### config.mk
export PLATFORM = sky130hd
export DESIGN_NAME = seg_scan_driver
export DESIGN_NICKNAME = d
export VERILOG_FILES = /design/src/rtl/seg_scan_driver.sv
export SDC_FILE = /design/constraint.sdc
export NUM_CORES = 1
export LEC_CHECK = 0
export BUFFER_PORTS_ARGS = -buffer_cell sky130_fd_sc_hd__buf_2
export CELL_PAD_IN_SITES_DETAIL_PLACEMENT = 1
export CELL_PAD_IN_SITES_GLOBAL_PLACEMENT = 1
export CORE_MARGIN = 10
export CORE_UTILIZATION = 43
export DETAILED_ROUTE_END_ITERATION = 16
export PLACE_DENSITY_LB_ADDON = 0.1
export SLEW_MARGIN = 20
export SYNTH_ARGS = -nofsm -noshare
export SYNTH_HDL_FRONTEND = slang
export SYNTH_SLANG_ARGS = --single-unit
### constraint.sdc
create_clock -name clk -period 3.1 [get_ports clk]
set_clock_uncertainty 0.2 [all_clocks]
set_input_delay 0.155 -clock clk [delete_from_list [all_inputs] [get_ports clk]]
set_output_delay 0.155 -clock clk [all_outputs]
set_load 0.01 [all_outputs]
### src/rtl/seg_scan_driver.sv
`default_nettype none
// =============================================================================
// seg_scan_driver : 4-digit time-multiplexed seven-segment driver with a
//                   blanking gap between digits and a per-slot value snapshot.
// Revision: 1.0
// =============================================================================
module seg_scan_driver #(
  parameter int REFRESH_CYCLES = 50000,
  parameter int BLANK_CYCLES   = 500,
  parameter int CNT_W          = 16
) (
  input  logic        clk,
  input  logic        clr,
  input  logic [15:0] digits,
  input  logic [3:0]  dp_mask,
  input  logic [3:0]  blank_mask,
  output logic [3:0]  enable,
  output logic [6:0]  segs,
  output logic        decimal,
  output logic [1:0]  digit_idx
);

  localparam logic [CNT_W-1:0] c_blank_last = CNT_W'(BLANK_CYCLES - 1);
  localparam logic [CNT_W-1:0] c_drive_last = CNT_W'(REFRESH_CYCLES - 1);
  localparam logic [CNT_W-1:0] c_cnt_one    = CNT_W'(1);

  typedef enum logic [0:0] {
    ST_BLANK = 1'b0,
    ST_DRIVE = 1'b1
  } state_t;

  state_t           r_state, w_state_nxt;
  logic [CNT_W-1:0] r_cnt, w_cnt_nxt;
  logic [1:0]       r_idx, w_idx_nxt;
  logic [3:0]       r_hold_val, w_hold_val_nxt;
  logic             r_hold_dp, w_hold_dp_nxt;
  logic             r_hold_blank, w_hold_blank_nxt;
  logic [3:0]       r_enable, w_enable_nxt;
  logic [6:0]       r_segs, w_segs_nxt;
  logic             r_decimal, w_decimal_nxt;

  logic [3:0]       w_sel_val;
  logic             w_sel_dp, w_sel_blank;
  logic             w_light;
  logic [3:0]       w_src_val;
  logic             w_src_dp, w_src_blank;

  function automatic logic [6:0] hex7(input logic [3:0] v);
    case (v)
      4'h0: hex7 = 7'b1000000;
      4'h1: hex7 = 7'b1111001;
      4'h2: hex7 = 7'b0100100;
      4'h3: hex7 = 7'b0110000;
      4'h4: hex7 = 7'b0011001;
      4'h5: hex7 = 7'b0010010;
      4'h6: hex7 = 7'b0000010;
      4'h7: hex7 = 7'b1111000;
      4'h8: hex7 = 7'b0000000;
      4'h9: hex7 = 7'b0010000;
      4'hA: hex7 = 7'b0001000;
      4'hB: hex7 = 7'b0000011;
      4'hC: hex7 = 7'b1000110;
      4'hD: hex7 = 7'b0100001;
      4'hE: hex7 = 7'b0000110;
      default: hex7 = 7'b0001110;
    endcase
  endfunction

  assign w_sel_val   = digits[{r_idx, 2'b00} +: 4];
  assign w_sel_dp    = dp_mask[r_idx];
  assign w_sel_blank = blank_mask[r_idx];

  always_comb begin
    w_state_nxt      = r_state;
    w_cnt_nxt        = r_cnt;
    w_idx_nxt        = r_idx;
    w_hold_val_nxt   = r_hold_val;
    w_hold_dp_nxt    = r_hold_dp;
    w_hold_blank_nxt = r_hold_blank;
    w_light          = 1'b0;
    w_src_val        = r_hold_val;
    w_src_dp         = r_hold_dp;
    w_src_blank      = r_hold_blank;
    w_enable_nxt     = 4'b1111;
    w_segs_nxt       = 7'b1111111;
    w_decimal_nxt    = 1'b1;

    case (r_state)
      ST_BLANK: begin
        if (r_cnt == c_blank_last) begin
          w_state_nxt      = ST_DRIVE;
          w_cnt_nxt        = '0;
          w_hold_val_nxt   = w_sel_val;
          w_hold_dp_nxt    = w_sel_dp;
          w_hold_blank_nxt = w_sel_blank;
          // The first lit cycle loads straight from the inputs being snapshotted
          w_light          = 1'b1;
          w_src_val        = w_sel_val;
          w_src_dp         = w_sel_dp;
          w_src_blank      = w_sel_blank;
        end else begin
          w_cnt_nxt = r_cnt + c_cnt_one;
        end
      end
      ST_DRIVE: begin
        if (r_cnt == c_drive_last) begin
          w_state_nxt = ST_BLANK;
          w_cnt_nxt   = '0;
          w_idx_nxt   = r_idx + 2'd1;
        end else begin
          w_cnt_nxt = r_cnt + c_cnt_one;
          w_light   = 1'b1;
        end
      end
      default: begin
        w_state_nxt = ST_BLANK;
        w_cnt_nxt   = '0;
      end
    endcase

    // Anode, cathodes and dp are all derived together so they switch on one edge
    if (w_light && !w_src_blank) begin
      w_enable_nxt  = ~(4'b0001 << r_idx);
      w_segs_nxt    = hex7(w_src_val);
      w_decimal_nxt = ~w_src_dp;
    end
  end

  always_ff @(posedge clk or posedge clr) begin
    if (clr) begin
      r_state      <= ST_BLANK;
      r_cnt        <= '0;
      r_idx        <= 2'd0;
      r_hold_val   <= 4'd0;
      r_hold_dp    <= 1'b0;
      r_hold_blank <= 1'b0;
      r_enable     <= 4'b1111;
      r_segs       <= 7'b1111111;
      r_decimal    <= 1'b1;
    end else begin
      r_state      <= w_state_nxt;
      r_cnt        <= w_cnt_nxt;
      r_idx        <= w_idx_nxt;
      r_hold_val   <= w_hold_val_nxt;
      r_hold_dp    <= w_hold_dp_nxt;
      r_hold_blank <= w_hold_blank_nxt;
      r_enable     <= w_enable_nxt;
      r_segs       <= w_segs_nxt;
      r_decimal    <= w_decimal_nxt;
    end
  end

  assign enable    = r_enable;
  assign segs      = r_segs;
  assign decimal   = r_decimal;
  assign digit_idx = r_idx;

endmodule
`default_nettype wire

==> flow_metrics.tcl, run 1 <==
set metrics [dict create \
    antenna_violating_nets_post_route 0 \
    synth.ff_latch_count 37 \
    power.combinational.fraction 0.044 \
    track_usage 0.139 \
    mappedNetlistNets 213 \
    io-pin-count 40 \
    wirelength_per_cell_um 17.8 \
    fmax_mhz 354 \
    power.clock.fraction 0.383 \
    area_growth_pct 19.9 \
    route.detailed.drc 0 \
    cts.repair_timing.setup_buffer_count 0 \
    dominantRegCellSynth "sky130_fd_sc_hd__dfrtp_1" \
    routed_wirelength_mm 4.96 \
    grt_pass1_wl_mm 8.45 \
    die-height_um 88.3 \
    mostFrequentLayoutCells "sky130_fd_sc_hd__buf_2 (39), sky130_fd_sc_hd__dfrtp_1 (25), sky130_fd_sc_hd__nor2_1 (17), sky130_fd_sc_hd__nand2_1 (16)" \
    standby_leakage_power_nw 1.08 \
    synthAdderAreaFrac 0.0750 \
    rsz0062_at_grt "no" \
    via_count_of_the_first_global_routing_pass 1708 \
    setup_slack_placement_ps 260 \
    core.rowCount 24 \
    synthCells 175 \
    cts_made_buffers 5 \
    critPathMaxFanout 5 \
    final_common_cell "sky130_fd_sc_hd__buf_2" \
    critical_path.endpoint_type "flip-flop" \
    clock_sink_count 37 \
    grt_start_max_net_pins 33 \
    hold_vio_cnt_final 0 \
    overflow 0 \
    post_synth_xor_area_fraction 0.0743 \
    antenna_cells 0 \
    finalSetupTns_ps 0 \
    max-vdd-ir-drop_mv 0.209 \
    worst_slew_pin_slew_ps 642 \
    cts_resized 0 \
    power.net_switching_uw 185 \
    cts.clk_slew.worst_paths_ps 70 \
    antenna_found_initial 0 \
    power.share.switching 0.219 \
    max_cap_viol_count 0 \
    weighted_congestion_at_the_end_of_routability_driven_global_placement 0.879 \
    synth_enable_flop_cells 0 \
    dr_total_vias 1495 \
    place.detailed.hpwl_mm 3.93 \
    fraction_of_the_yosys_area_taken_by_sequential_cells 0.470 \
    muxShareOfSynthArea 0.141 \
    number_of_drc_markers_after_the_initial_detailed_route_iteration 53 \
    coreArea_um2 4440 \
    cellPowerDensity_nw_per_um2 351 \
    required_ps 3070 \
    synth.yosys.warnings 0 \
    start_util 0.451 \
    cell_internal_pwr_uw 658 \
    tritoncts "built" \
    synth_simple_gate_area_share 0.171 \
    timing_worst_setup_path_type "reg2reg" \
    drt-pass1-iter-count 4 \
    min_period_ps 2830 \
    chipWidth_um 88.3 \
    synth_compound_area_frac 0.0406 \
    htree_levels 2 \
    share_seq_of_total_power 0.573 \
    combinational_family_with_the_most_area_after_synthesis "simple AND/OR/NAND/NOR gates" \
    cts-root-buf "sky130_fd_sc_hd__clkbuf_8" \
    numPortBuffers 39 \
    netlist-cell-type-count 37 \
    slew_violations 0 \
    clock_path_buffers 2 \
    timing.slew.headroom 0.568 \
    worst_slack_ps 272 \
    run_status "finished clean" \
    avgViaCountPerCell 5.36 \
    final.period_utilization 0.912 \
    syn-cell-area_um2 2000 \
    timing.critical_path.arrival_ps 2790 \
    fraction_of_final_layout_cells_sized_beyond_drive_strength_1 0.352 \
    start_kind "flip-flop" \
    nets 264 \
    die_ar_um2 7790 \
    final-setup-viol-count 0 \
    worstSkewPairLatency_ps 290 \
    syn_avg_cell_area_um2 11.4 \
    async_reset_ff_frac 1.00 \
    worst_hold_path_type "in2async" \
]
through the flow:
step	util	power [mW]	instances	hold WS (ps)	area, µm²
floorplan	-	0.508	175	126	2000
global placement	0.519	0.527	270	-141	2310
detailed placement	0.519	0.529	270	-123	2310
CTS	0.540	0.858	279	120	2400
global route	0.540	0.884	279	151	2400
finish	0.540	0.843	279	125	2400
critical path: stages (launching register included):
cell and delay (ps):
sky130_fd_sc_hd__dfrtp_1 400, sky130_fd_sc_hd__ha_1 250, sky130_fd_sc_hd__or4bb_1 510, sky130_fd_sc_hd__nor4_4 270, sky130_fd_sc_hd__mux2i_1 300, sky130_fd_sc_hd__inv_1 150
sky130_fd_sc_hd__ha_1 260, sky130_fd_sc_hd__o311ai_1 370
synth_stat cells, types with 2 or more instances:
cell,number,area (µm²)
sky130_fd_sc_hd__and3_1,2,12.5
sky130_fd_sc_hd__clkbuf_1,4,15.0
sky130_fd_sc_hd__dfrtp_1,25,626
sky130_fd_sc_hd__dfstp_2,12,315
sky130_fd_sc_hd__ha_1,12,150
sky130_fd_sc_hd__inv_1,8,30.0
sky130_fd_sc_hd__mux2i_1,11,110
sky130_fd_sc_hd__mux4_2,6,135
sky130_fd_sc_hd__nand2_1,16,60.1
sky130_fd_sc_hd__nand3_1,8,40.0
sky130_fd_sc_hd__nand4_1,3,18.8
sky130_fd_sc_hd__nor2_1,17,63.8
sky130_fd_sc_hd__nor2b_1,3,18.8
sky130_fd_sc_hd__nor3_1,3,15.0
sky130_fd_sc_hd__nor4_1,3,18.8
sky130_fd_sc_hd__o21ai_1,2,10.0
sky130_fd_sc_hd__o221ai_1,2,17.5
sky130_fd_sc_hd__or4_1,2,15.0
sky130_fd_sc_hd__or4_4,2,22.5
sky130_fd_sc_hd__or4bb_1,2,22.5
sky130_fd_sc_hd__xnor2_1,12,105
sky130_fd_sc_hd__xor2_1,5,43.8
state kept, by name, summed over array words and instances, names as in the netlist:
signal,count
enable,4
decimal,1
r_hold_val,4
r_cnt,16
r_hold_dp,1
digit_idx,2
r_hold_blank,1
r_state,1
segs,7
path summary, 6_finish.rpt:
path,slack (ps),cells past startpoint,to,start
max,270,7,segs[2],r_cnt[0]
min,130,3,digit_idx[1],clr
max reg2reg,270,7,segs[2],r_cnt[0]
min reg2reg,280,2,r_hold_dp,r_hold_dp
max in group asynchronous,1860,4,decimal,clr
min in group clk,130,4,r_hold_dp,dp_mask[2]
kinds of logic (layout without fill, tap and decap cells):
family | Yosys count | after routing
simple gates | 64 | 64
flops | 37 | 37
mux | 20 | 20
xor+xnor | 17 | 17
buf+inv | 14 | 66
fa+ha+maj | 12 | 12
compound gates | 11 | 11
repair_timing:
item | CTS | global route
hold endpoints to repair | 29 | 0
setup endpoints to repair | 0 | 0
hold buffers | 1 | 0
area by class of cell:
type | count | area, µm²
multi-input cells | 124 | 1000
clock inverters | 2 | 10.0
fillers | 520 | 2040
clock buffers | 6 | 72.6
flip-flops and latches | 37 | 941
repair buffers | 48 | 265
well taps | 52 | 65.1
inverters | 10 | 42.5
per-layer routing:
layer	up-vias	share of wire	wire length, µm	GRT usage
met5	-	0	0	0
met3	6	0.046	229	0.0423
li1	714	-	-	-
met2	35	0.50	2500	0.232
met4	0	0.013	65	0.0455
met1	740	0.44	2170	0.166
power groups by stage:
| stage | Clock (mW) | Sequential, mW | Combinational (mW) |
|---|---|---|---|
| floorplan | 0 | 0.492 | 0.0161 |
| detailed placement | 0 | 0.492 | 0.0375 |
| CTS | 0.337 | 0.483 | 0.0384 |
| global route | 0.359 | 0.483 | 0.0417 |
| global placement | 0 | 0.492 | 0.0352 |
| finish | 0.323 | 0.483 | 0.0372 |
No activity file was read; power rests on OpenSTA's default activity.
==> inputs of run 2 (changes only) <==
--- a/config.mk
+++ b/config.mk
@@ -11,6 +11,7 @@
 export CORE_MARGIN = 10
 export CORE_UTILIZATION = 43
 export DETAILED_ROUTE_END_ITERATION = 16
+export GPL_TIMING_DRIVEN = 0
 export PLACE_DENSITY_LB_ADDON = 0.1
 export SLEW_MARGIN = 20
 export SYNTH_ARGS = -nofsm -noshare
==> run 2 against run 1 <==
Net effect:
- largest power group is now the clock network
- die area stayed put
- hold slack lost 10 ps
- fmax decreased by 4.3%
- power grew 21%
- final cell count increased by 1.1%
- critical endpoint is now segs[3]
- largest cell class unchanged
- wire length increased by 0.81%
- via count up 0.67%
- worst setup slack worse by 130 ps
==> flow_metrics.tcl, run 2 (synthesis gave the netlist of run 1 again) <==
set metrics [dict create \
    fmax_mhz 338 \
    start_kind "flip-flop" \
    worst_slew_pin_slew_ps 839 \
    core.rowCount 24 \
    holdCritStartpoint "dp_mask[0]" \
    numPortBuffers 39 \
    die_ar_um2 7790 \
    antenna_found_initial 0 \
    avgViaCountPerCell 5.34 \
    antenna_cells 0 \
    whs_ps 115 \
    finalNonFillerCells 282 \
    cellPowerDensity_nw_per_um2 406 \
    clock_path_buffers 2 \
    r2r_setup_slack_ps 140 \
    holdPathEnd "r_hold_dp" \
    total_placed_cells_including_tap_cells 266 \
    htree_levels 2 \
    chipWidth_um 88.3 \
    die-height_um 88.3 \
    critPathMaxFanout 9 \
    regMostFlops "r_cnt" \
    area_growth_pct 25.1 \
    placement.cell_area_um2 2260 \
    timing.slew.headroom 0.435 \
    final_common_cell "sky130_fd_sc_hd__buf_2" \
    max_cap_viol_count 0 \
    place.detailed.hpwl_mm 3.78 \
    via_count_of_the_first_global_routing_pass 1750 \
    number_of_drc_markers_after_the_initial_detailed_route_iteration 19 \
    min_period_ps 2960 \
    critical_path.endpoint_type "flip-flop" \
    largest_reg_flops 16 \
    critical_path.reg2reg.startpoint "r_cnt[0]" \
    required_ps 3110 \
    dr_total_vias 1505 \
    grt_start_max_net_pins 38 \
    drt-pass1-iter-count 4 \
    timing.critical_path.arrival_ps 2970 \
    worst_hold_path_type "in2reg" \
    clock_sink_count 37 \
    start_util 0.451 \
    wirelength_per_cell_um 17.7 \
    worstSkewPairLatency_ps 290 \
    route.detailed.drc 0 \
    track_usage 0.139 \
    run_status "finished clean" \
    post-route-util 0.564 \
    cts_made_buffers 5 \
    critical_path.reg2reg.endpoint "segs[3]" \
    worst_r2r_path_depth 9 \
    weighted_congestion_at_the_end_of_routability_driven_global_placement 0.806 \
    nets 267 \
    mostFrequentLayoutCells "sky130_fd_sc_hd__buf_2 (39), sky130_fd_sc_hd__dfrtp_1 (25), sky130_fd_sc_hd__nor2_1 (17), sky130_fd_sc_hd__nand2_1 (16)" \
    cts.clk_slew.worst_paths_ps 80 \
    cts-root-buf "sky130_fd_sc_hd__clkbuf_8" \
    fraction_of_final_layout_cells_sized_beyond_drive_strength_1 0.365 \
    timing_worst_setup_path_type "reg2reg" \
    routed_wirelength_mm 5.00 \
    coreArea_um2 4440 \
    fin_area_um2 2510 \
    io-pin-count 40 \
    final-setup-viol-count 0 \
    post_layout_total_power_mw 1.02 \
    grt_pass1_wl_mm 8.47 \
    overflow 0 \
    antenna_violating_nets_post_route 0 \
    standby_leakage_power_nw 1.11 \
    final.period_utilization 0.953 \
    tritoncts "built" \
    worst_hold_path.num_cells 4 \
    max-vdd-ir-drop_mv 0.230 \
    hold_vio_cnt_final 0 \
    slew_violations 0 \
]
==> run 2: cell types whose count changed in the layout (fill, tap and decap cells not counted), sizes merged <==
cell    delta
bufinv     +2
buf        -1
clkbuf     +3
clkinv     -1
==> run 2: area by class of cell <==
cell class / count / area (µm²)
Tap cell: 52 / 65.1
Clock inverter: 3 / 65.1
Clock buffer: 5 / 68.8
Multi-Input combinational cell: 124 / 1050
Sequential cell: 37 / 941
Inverter: 10 / 42.5
Buffer: 4 / 15.0
Fill cell: 502 / 1940
Timing Repair Buffer: 47 / 258
==> run 2: timing repair <==
| item | CTS | global route |
|---|---|---|
| buffers inserted | 2 | 5 |
| hold buffers | 1 | 0 |
| pin swaps | 1 | 0 |
| gates resized for setup | 4 | 3 |
| hold endpoints to repair | 25 | 0 |
| setup endpoints to repair | 7 | 7 |
==> run 2: per-layer routing <==
layer	track usage	vias up	share of wire
met5	0	-	0
met4	0.0631	0	0.010
li1	-	721	-
met3	0.0487	5	0.053
met2	0.236	33	0.51
met1	0.154	746	0.42
==> run 2: power by group <==
part / switching, mW / leakage (nW) / total (mW) / internal (mW)
logic: 0.0180 / 0.583 / 0.0368 / 0.0188
registers: 0 / 0.456 / 0.483 / 0.483
clock network: 0.177 / 0.0681 / 0.497 / 0.320
total: 0.195 / 1.11 / 1.02 / 0.822
==> run 2: worst max-delay path by stage <==
stage                   from       to  slack [ps]  depth (start not counted)
floorplan           r_cnt[2]  segs[0]         230                          7
CTS                 r_cnt[0]  segs[0]          10                          9
finish              r_cnt[0]  segs[3]         140                          9
global placement    r_cnt[2]  segs[2]        -100                          6
global route        r_cnt[0]  segs[2]         -60                          8
detailed placement  r_cnt[2]  segs[2]        -250                          6
==> run 2: metrics by stage <==
step / setup TNS, ps / setup WS [ps]
2_1_floorplan: 0 / 234
3_3_place_gp: -385 / -102
3_5_place_dp: -1290 / -251
4_1_cts: 0 / 11.0
5_1_grt: -104 / -56.5
6_report: 0 / 144
==> run 2: critical path, stage by stage (launching register included) <==
cell and delay [ps]:
sky130_fd_sc_hd__dfrtp_1 390, sky130_fd_sc_hd__ha_1 250, sky130_fd_sc_hd__or4bb_1 500, sky130_fd_sc_hd__nor4_4 270, sky130_fd_sc_hd__buf_4 200, sky130_fd_sc_hd__buf_4 170
sky130_fd_sc_hd__mux2i_4 420, sky130_fd_sc_hd__clkinv_4 140, sky130_fd_sc_hd__mux2i_1 160, sky130_fd_sc_hd__a22oi_1 190
==> inputs of run 3 (changes only) <==
--- a/config.mk
+++ b/config.mk
@@ -13,6 +13,7 @@
 export DETAILED_ROUTE_END_ITERATION = 16
 export GPL_TIMING_DRIVEN = 0
 export PLACE_DENSITY_LB_ADDON = 0.1
+export REMOVE_ABC_BUFFERS = 1
 export SLEW_MARGIN = 20
 export SYNTH_ARGS = -nofsm -noshare
 export SYNTH_HDL_FRONTEND = slang
==> run 3 against run 2 <==
Net effect:
- worst setup slack worse by 10 ps
- power is 5.9% lower
- hold slack got worse by 3.8 ps
- global-route usage shrank 0.058 points
- wire length rose by 3.4%
- flip-flop and latch count did not move
- critical endpoint is now segs[0]
- largest power group is now registers
==> flow_metrics.tcl, run 3 (synthesis gave the netlist of run 1 again) <==
set metrics [dict create \
    run_status "finished clean" \
    avgViaCountPerCell 5.58 \
    clock_path_buffers 2 \
    clock_sink_count 37 \
    cellPowerDensity_nw_per_um2 387 \
    setup_slack_placement_ps -247 \
    post-route-util 0.556 \
    share_seq_of_total_power 0.505 \
    final.period_utilization 0.957 \
    slowest_delay_ps 510 \
    power.net_switching_uw 193 \
    dr_total_vias 1539 \
    number_of_drc_markers_after_the_initial_detailed_route_iteration 21 \
    timing.critical_path.cells "ha_1 -> or4bb_4 -> nor4_4 -> buf_6 -> mux2i_4 -> inv_1 -> ha_1 -> nor3_1 -> o21ai_1" \
    critPathMaxFanout 5 \
    critical-path-top-cell-by-count "sky130_fd_sc_hd__ha_1" \
    weighted_congestion_at_the_end_of_routability_driven_global_placement 0.783 \
    cts-root-buf "sky130_fd_sc_hd__clkbuf_8" \
    die_ar_um2 7790 \
    post_layout_total_power_uw 957 \
    min_period_ps 2970 \
    grt_start_max_net_pins 38 \
    antenna_cells 0 \
    placement.cell_area_um2 2250 \
    finalNonFillerCells 276 \
    standby_leakage_power_nw 1.09 \
    worst_slew_pin_slew_ps 773 \
    worstSkewPairLatency_ps 290 \
    core.rowCount 24 \
    timing_worst_setup_path_type "reg2reg" \
    start_kind "flip-flop" \
    wirelength_per_cell_um 18.7 \
    chipWidth_um 88.3 \
    fin_area_um2 2470 \
    power.share.switching 0.202 \
    cell_internal_pwr_uw 764 \
    tritoncts "built" \
    fraction_of_final_layout_cells_sized_beyond_drive_strength_1 0.371 \
    max-vdd-ir-drop_mv 0.175 \
    route.detailed.drc 0 \
    cts_made_buffers 5 \
    worst_r2r_path_depth 9 \
    overflow 0 \
    required_ps 3100 \
    startpoint_of_the_most_critical_setup_path "r_cnt[0]" \
    place.detailed.hpwl_mm 3.76 \
    routed_wirelength_mm 5.17 \
    coreArea_um2 4440 \
    die-height_um 88.3 \
    grt_pass1_wl_mm 8.48 \
    critical_path.reg2reg.startpoint "r_cnt[0]" \
    final-setup-viol-count 0 \
    final_common_cell "sky130_fd_sc_hd__buf_2" \
    worst-path-buf-inv 2 \
    fmax_mhz 337 \
    worst_hold_path.num_cells 4 \
    holdCritStartpoint "dp_mask[3]" \
    cts.clk_slew.worst_paths_ps 80 \
    power.combinational.fraction 0.039 \
    critical_path.endpoint_type "flip-flop" \
    cp_slowest_cell "sky130_fd_sc_hd__or4bb_4" \
    numPortBuffers 39 \
    max_cap_viol_count 0 \
    nets 261 \
    io-pin-count 40 \
    total_placed_cells_including_tap_cells 262 \
    whs_ps 111 \
    hold_vio_cnt_final 0 \
    area_growth_pct 23.3 \
    drt-pass1-iter-count 4 \
    timing.slew.headroom 0.484 \
    r2r_setup_slack_ps 130 \
    antenna_found_initial 0 \
    worst_hold_path_type "in2reg" \
    via_count_of_the_first_global_routing_pass 1776 \
    regMostFlops "r_cnt" \
    start_util 0.451 \
    track_usage 0.139 \
    slew_violations 0 \
    htree_levels 2 \
    timing.critical_path.arrival_ps 2960 \
    power.clock.fraction 0.456 \
    worst_slack_ps 134 \
    crit_family "simple AND/OR/NAND/NOR gates" \
    timing.critical_path.depth 9 \
    finalSetupTns_ps 0 \
    mostFrequentLayoutCells "sky130_fd_sc_hd__buf_2 (39), sky130_fd_sc_hd__dfrtp_1 (25), sky130_fd_sc_hd__nor2_1 (17), sky130_fd_sc_hd__nand2_1 (16)" \
    largest_reg_flops 16 \
    antenna_violating_nets_post_route 0 \
]
==> run 3: per-layer routing <==
| layer | vias to the layer above | GRT usage | share of wire |
|---|---|---|---|
| li1 | 713 | - | - |
| met4 | 0 | 0.0529 | 0.016 |
| met2 | 38 | 0.245 | 0.52 |
| met1 | 781 | 0.151 | 0.40 |
| met5 | - | 0 | 0 |
| met3 | 7 | 0.0450 | 0.060 |
==> run 3: layout make-up <==
cell class / count / area (µm²)
repair buffers: 45 / 246
multi-input cells: 124 / 1050
inverters: 10 / 42.5
well taps: 52 / 65.1
clock inverters: 2 / 37.5
flip-flops and latches: 37 / 941
clock buffers: 6 / 82.6
fillers: 491 / 1970
==> run 3: tightest hold or removal path: stages <==
cell	delay [ps]
sky130_fd_sc_hd__buf_2	70
sky130_fd_sc_hd__mux4_2	210
sky130_fd_sc_hd__nand2_1	50
sky130_fd_sc_hd__nand2_1	70
==> run 3: worst paths after layout <==
check / end
min in group asynchronous: r_cnt[11]
setup / recovery: segs[0]
hold reg to reg: r_hold_dp
hold / removal: r_hold_dp
setup reg to reg: segs[0]
max in group asynchronous: r_cnt[6]
==> run 3: power groups by stage <==
stage	Clock [mW]	Sequential, mW	Combinational (mW)
final	0.436	0.483	0.0376
after global routing	0.464	0.483	0.0414
after CTS	0.448	0.483	0.0373
after detailed placement	0	0.492	0.0356
after global placement	0	0.492	0.0335
after floorplan	0	0.492	0.0161
==> run 3: repair_timing <==
action,in CTS,in global routing
endpoints found under the setup margin,7,7
endpoints found under the hold margin,25,0
pin swaps,1,0
setup buffers,2,3
gates resized for setup,4,5
hold buffers,1,0
